### config.mk
export PLATFORM = sky130hd
export DESIGN_NAME = instr_mem_arbiter
export DESIGN_NICKNAME = d
export VERILOG_FILES = /design/src/rtl/instr_mem_arbiter.sv
export SDC_FILE = /design/constraint.sdc
export NUM_CORES = 1
export LEC_CHECK = 0
export ABC_AREA = 0
export CAP_MARGIN = 20
export CORE_ASPECT_RATIO = 2
export CORE_UTILIZATION = 28
export DETAILED_ROUTE_END_ITERATION = 8
export SLEW_MARGIN = 5
export SYNTH_ARGS = -nofsm -noshare
export SYNTH_HDL_FRONTEND = slang
export SYNTH_SLANG_ARGS = --single-unit
### constraint.sdc
create_clock -name clk -period 2.2 [get_ports clk]
set_input_delay 0.44 -clock clk [delete_from_list [all_inputs] [get_ports clk]]
set_output_delay 0.44 -clock clk [all_outputs]
set_load 0.02 [all_outputs]
### src/rtl/instr_mem_arbiter.sv
// Arbitrates the instruction memory between fetch (reads) and the program loader (word writes).
// Loader has priority up to MAX_LD_BURST consecutive grants; all memory controls are registered.
module instr_mem_arbiter #(
  parameter int          ADDR_W       = 32,
  parameter int          MEM_BYTES    = 1024,
  parameter int          MAX_LD_BURST = 4,
  parameter logic [31:0] NOP_WORD     = 32'hE000_0000
) (
  input  logic              clk,
  input  logic              rst,
  input  logic              if_req,
  input  logic [ADDR_W-1:0] if_addr,
  output logic              if_gnt,
  output logic              if_valid,
  output logic [31:0]       if_rdata,
  input  logic              ld_req,
  input  logic [ADDR_W-1:0] ld_addr,
  input  logic [31:0]       ld_wdata,
  output logic              ld_gnt,
  output logic              ld_err,
  output logic [ADDR_W-1:0] mem_addr,
  output logic [31:0]       mem_wdata,
  output logic              mem_read,
  output logic              mem_write,
  input  logic [31:0]       mem_rdata,
  output logic              freeze
);

  localparam int                CNT_W      = $clog2(MAX_LD_BURST + 1);
  localparam logic [CNT_W-1:0]  BURST_MAX  = CNT_W'(MAX_LD_BURST);
  localparam logic [ADDR_W-1:0] ADDR_LIMIT = ADDR_W'(MEM_BYTES);

  typedef enum logic [1:0] {S_IDLE, S_FETCH, S_LOAD} state_e;

  state_e            state_q, state_d;
  logic [CNT_W-1:0]  burst_cnt_q, burst_cnt_d;
  logic [ADDR_W-1:0] mem_addr_q, mem_addr_d;
  logic [31:0]       mem_wdata_q, mem_wdata_d;
  logic              mem_read_q, mem_read_d;
  logic              mem_write_q, mem_write_d;
  logic              ld_err_q, ld_err_d;
  logic              fetch_pend_q, fetch_pend_d;
  logic              fetch_oor_q, fetch_oor_d;
  logic              if_valid_q, if_valid_d;
  logic [31:0]       if_rdata_q, if_rdata_d;

  logic burst_full;
  logic ld_gnt_c;
  logic if_gnt_c;
  logic ld_ok;
  logic if_in_range;

  // Grants are combinational so a requester sees acceptance in the same cycle.
  always_comb begin
    burst_full  = (burst_cnt_q == BURST_MAX);
    ld_gnt_c    = rst && ld_req && !(if_req && burst_full);
    if_gnt_c    = rst && if_req && !ld_gnt_c;
    ld_ok       = (ld_addr[1:0] == 2'b00) && (ld_addr < ADDR_LIMIT);
    if_in_range = (if_addr < ADDR_LIMIT);
  end

  always_comb begin
    state_d      = S_IDLE;
    burst_cnt_d  = burst_cnt_q;
    mem_addr_d   = mem_addr_q;
    mem_wdata_d  = mem_wdata_q;
    mem_read_d   = 1'b0;
    mem_write_d  = 1'b0;
    ld_err_d     = 1'b0;
    fetch_pend_d = 1'b0;
    fetch_oor_d  = 1'b0;
    if_valid_d   = fetch_pend_q;
    if_rdata_d   = if_rdata_q;

    if (ld_gnt_c) begin
      burst_cnt_d = burst_full ? burst_cnt_q : burst_cnt_q + 1'b1;
    end else if (if_gnt_c || !ld_req) begin
      burst_cnt_d = '0;
    end

    if (ld_gnt_c) begin
      state_d     = S_LOAD;
      mem_addr_d  = {ld_addr[ADDR_W-1:2], 2'b00};
      mem_wdata_d = ld_wdata;
      mem_write_d = ld_ok;
      ld_err_d    = !ld_ok;
    end else if (if_gnt_c) begin
      state_d      = S_FETCH;
      mem_addr_d   = {if_addr[ADDR_W-1:2], 2'b00};
      mem_read_d   = if_in_range;
      fetch_pend_d = 1'b1;
      fetch_oor_d  = !if_in_range;
    end

    // Read data is only meaningful in the cycle mem_read is high, so capture it then.
    if (fetch_pend_q) begin
      if_rdata_d = fetch_oor_q ? NOP_WORD : mem_rdata;
    end
  end

  always_ff @(posedge clk or negedge rst) begin
    if (!rst) begin
      state_q      <= S_IDLE;
      burst_cnt_q  <= '0;
      mem_addr_q   <= '0;
      mem_wdata_q  <= '0;
      mem_read_q   <= 1'b0;
      mem_write_q  <= 1'b0;
      ld_err_q     <= 1'b0;
      fetch_pend_q <= 1'b0;
      fetch_oor_q  <= 1'b0;
      if_valid_q   <= 1'b0;
      if_rdata_q   <= '0;
    end else begin
      state_q      <= state_d;
      burst_cnt_q  <= burst_cnt_d;
      mem_addr_q   <= mem_addr_d;
      mem_wdata_q  <= mem_wdata_d;
      mem_read_q   <= mem_read_d;
      mem_write_q  <= mem_write_d;
      ld_err_q     <= ld_err_d;
      fetch_pend_q <= fetch_pend_d;
      fetch_oor_q  <= fetch_oor_d;
      if_valid_q   <= if_valid_d;
      if_rdata_q   <= if_rdata_d;
    end
  end

  assign if_gnt    = if_gnt_c;
  assign ld_gnt    = ld_gnt_c;
  assign if_valid  = if_valid_q;
  assign if_rdata  = if_rdata_q;
  assign ld_err    = ld_err_q;
  assign mem_addr  = mem_addr_q;
  assign mem_wdata = mem_wdata_q;
  assign mem_read  = mem_read_q;
  assign mem_write = mem_write_q;
  assign freeze    = (state_q == S_LOAD);

endmodule
# Yosys cells after proc, flatten, opt, wreduce, memory -nomap -nowiden
# Index checks and enable logic that the tools add are counted.
dict set report totals {
  ff_bits 107
  in_bits 132
  out_inout_bits 103
}
dict set report op_classes {
  addsub 1
  magnitude_cmp 2
  n_eq_ne 3
  n_mux 16
  n_reduce_logical 16
}
# operator n
set op_table {}
lappend op_table {{$mux W32} 3}
lappend op_table {{$lt A32 B11 Y1 const B} 2}
lappend op_table {{$mux W1} 9}
lappend op_table {{$mux W3} 3}
lappend op_table {{$logic_and A1 B1 Y1} 6}
lappend op_table {{$logic_not A1 Y1} 5}
lappend op_table {{$reduce_bool A2 Y1} 2}
lappend op_table {{$add A3 B1 Y3 const B} 1}
lappend op_table {{$eq A3 B3 Y1 const B} 1}
lappend op_table {{$eq A2 B2 Y1 const B} 1}
lappend op_table {{$logic_not A2 Y1} 1}
lappend op_table {{$mux W2} 1}
lappend op_table {{$ne A2 B2 Y1 const B} 1}
lappend op_table {{$reduce_and A2 Y1} 1}
lappend op_table {{$logic_or A1 B1 Y1} 1}

# Longest topological paths before layout
dict set report depth {
  ltp_word 9
  ltp_mapped 7
}

# Worst setup path after synthesis
# OpenSTA, ideal clock, no wires.
dict set report synth_timing {
  kind {reg-to-output}
  startpoint {register burst_cnt_q[0]}
  endpoint {output if_gnt}
  arrival_ns 1.321
  required_time_ns 1.760
  path_slack_ns 0.439
  path_stages_with_launch 6
  cell_sequence {dfrtp_1 -> inv_1 -> ha_1 -> nand3_2 -> buf_6 -> a31oi_1}
}
dict set report synth_via {
  elab_chain_len 6
}
# element line
set synth_rtl {}
lappend synth_rtl {{from (decl)} 36} ;# logic [CNT_W-1:0] burst_cnt_q, burst_cnt_d;
lappend synth_rtl {{from (signal assigned)} 116} ;# burst_cnt_q <= burst_cnt_d;
lappend synth_rtl {{$eq A3 B3 Y1} 55} ;# burst_full = (burst_cnt_q == BURST_MAX);
lappend synth_rtl {{$logic_and A1 B1 Y1} 56} ;# ld_gnt_c = rst && ld_req && !(if_req && burst_full);
lappend synth_rtl {{$logic_not A1 Y1} 56}
lappend synth_rtl {{$logic_and A1 B1 Y1} 56}
lappend synth_rtl {{$logic_not A1 Y1} 57} ;# if_gnt_c = rst && if_req && !ld_gnt_c;
lappend synth_rtl {{$logic_and A1 B1 Y1} 57}
lappend synth_rtl {{to (decl)} 13} ;# output logic if_gnt,
# Every way passes these cells.

# Worst setup path after layout
dict set report layout_timing {
  startpoint {register burst_cnt_q[0]}
  endpoint {output ld_gnt}
}
dict set report layout_via {
  elab_chain_len 4
}
# element line
set layout_rtl {}
lappend layout_rtl {{$eq A3 B3 Y1} 55}
lappend layout_rtl {{$logic_and A1 B1 Y1} 56}
lappend layout_rtl {{$logic_not A1 Y1} 56}
lappend layout_rtl {{$logic_and A1 B1 Y1} 56}
lappend layout_rtl {{to (decl)} 19} ;# output logic ld_gnt,
# Every way passes these cells.

==> run metrics <==
worst slew pin tran=about 0.83 ns; most frequent cells in the layout=clkdlybuf4s50_1, dfrtp_1, o21ai_0; PortBufs=230; placer's final routability congestion estimate=0.745; internal reg-to-reg setup slack=around 0.25 ns; relative slew slack=0.449; leak pwr=3.01 nW; Yosys cell types=34; TritonCTS Sinks=~100; fillers=~1400; Worst-Skew Late Latency=0.35 ns; DR vias/cell=between 4 and 5; Final Worst Setup Slack=between 0.09 and 0.1 ns; final non-filler cell total=820; Max Slew Vio Count=0; Ys Warns=0; Worst R2R Start=burst_cnt_q[0]; post-layout util=0.469; GRT Residual Overflow=0; fin area=0.00736 sq mm; Initial Util=0.286; pin count of the biggest net entering global routing=between 60 and 70; Iter 0 DRT Violations=between 100 and 150; Crit Path Max Fanout=6; Critical Path Sink Type=output port; Seq/Total Area, Yosys=0.579; most common cell after layout, fill and taps aside=clkdlybuf4s50_1; drt total wl=roughly 14000 um; CTS root buffer=clkbuf_16; Die X=91.6 um; Synth Flop Type=dfrtp_1; Max-cap violations=0; Tot GR Track Use=0.173; Final Critical Period=roughly 2.1 ns; Crit Path Class=reg2out; setup slack after placement=-0.214 ns; initial antenna violation count=0; Final Net Count=about 750; Post-synth EDFFs=0; Finish-stage setup viols=0; f_max=~480 MHz; RSZ-0062 raised after global routing=false; Synth Area per Inst=between 10 and 15 sq um; status=complete, no violations; DIE AREA=0.0166 sq mm; Fin Clk Skew=~0.014 ns; wire per inst=17.4 um; Sequential Area=0.00260 sq mm; Critical Path Source=burst_cnt_q[0]; layout cells sized above 1=0.113; asr flop ratio synth=1.00; Clock Path Buffers=2; FP Rows=65; vias in the first global route=4187; Max VDD drop=approximately 0.00038 V; Setup Total Neg Slack=0 ns; Worst-path clk slew=around 0.07 ns; Area Growth Syn to Fin=63.8%; CTS Buf Count=9; placed cell count=between 800 and 900; Via Count=3856; First-pass DRT Iterations=5; Core Footprint=approximately 0.016 sq mm; final hold vios=0; Setup crit start kind=register; diodes inserted=0; die height=~180 um; H-tree Lvls=3; # IOs=235; CTS tree=built; post-synthesis cell area=~0.0045 sq mm; antenna-violating nets left=0; dpl cell area=0.00702 sq mm; pwr/cell area=roughly 760 mW/mm^2; WP data arrival=roughly 1.7 ns; Post-route DRC=0; Worst Hold Margin=0.187 ns; Multi-input gate area=0.00163 sq mm; Final period util=0.956; cells after synthesis=about 390; first-pass GRT wire length=around 22000 um; CP Data Required Time=roughly 1.8 ns; Hold Path Class=in2async; FF+latch count, synth=104; Setup Buffers After CTS=0; hpwl dp=between 10000 and 15000 um; Total Power=approximately 5.6 mW
## metal layers
layer | wire [um] | global-route usage | up-vias
li1 | - | - | 1815
met1 | 5230 | 0.187 | 1860
met2 | 7920 | 0.325 | 152
met3 | 633 | 0.0269 | 29
met4 | 459 | 0.0781 | 0
met5 | 0 | 0 | -
## where the power goes
part | switching (mW) | leakage [nW] | internal, mW
combinational | 0.751 | 1.60 | 0.859
clock | 0.775 | 0.152 | 0.909
sequential | 0.142 | 1.26 | 2.17
total | 1.67 | 3.01 | 3.94
## critical path: stages, from the launching register on
cell,delay (ns)
dfrtp_1,0.41
inv_2,0.09
ha_4,0.17
nand3_2,0.10
buf_4,0.17
nand3_2,0.08
inv_2,0.04
clkdlybuf4s15_1,0.28
## worst paths after layout
| kind | end | cells past startpoint |
|---|---|---|
| worst max register to register | mem_wdata[5] | 7 |
| max in group asynchronous | mem_wdata[31] | 3 |
| worst min register to register | mem_wdata[26] | 1 |
| worst min-delay path | mem_addr[2] | 2 |
| min in group clk | burst_cnt_q[1] | 3 |
| worst max-delay path | ld_gnt | 7 |
## sequential cells by signal, summed over array words and instances (netlist names)
name	count
if_rdata	32
mem_wdata	32
mem_addr	30
burst_cnt_q	3
state_q	2
fetch_oor_q	1
if_valid	1
ld_err	1
mem_read	1
mem_write	1
## final cells by class
cell class / count / share of cell area
Multi-Input combinational cell: 222 / 0.222
Tap cell: 201 / 0.0342
Timing Repair Buffer: 244 / 0.331
Sequential cell: 104 / 0.354
Clock inverter: 7 / 0.0122
Clock buffer: 9 / 0.0306
Inverter: 33 / 0.0168
## synthesized netlist by cell type (3+ instances only)
cell type	instances	area, sq um
and2_0	3	18.8
and2_1	19	119
nand3b_1	29	218
inv_1	32	120
a21oi_1	12	60.1
mux2_2	32	360
a41oi_1	8	70.1
a21boi_0	3	22.5
buf_2	6	30.0
buf_6	5	56.3
a221o_1	22	220
nor4_1	12	75.1
o21ai_0	41	205
nor2_1	15	56.3
clkbuf_1	13	48.8
dfrtp_1	104	2600
nand2_1	5	18.8
## timing repair
item	in CTS	in global routing
hold buffers	1	0
endpoints found under the hold margin	3	0
endpoints found under the setup margin	2	2
gates resized for setup	4	4
## cells by family (layout without fill, tap and decap cells)
kind of cell | after synthesis | after routing | synth area share
other cells | 1 | 2 | 0.000834
simple gates | 94 | 94 | 0.131
compound gates | 92 | 92 | 0.141
mux | 32 | 32 | 0.0802
buf+inv | 61 | 293 | 0.0626
flops | 104 | 104 | 0.579
fa+ha+maj | 2 | 2 | 0.00557
Power figures use the tool's default switching activity.
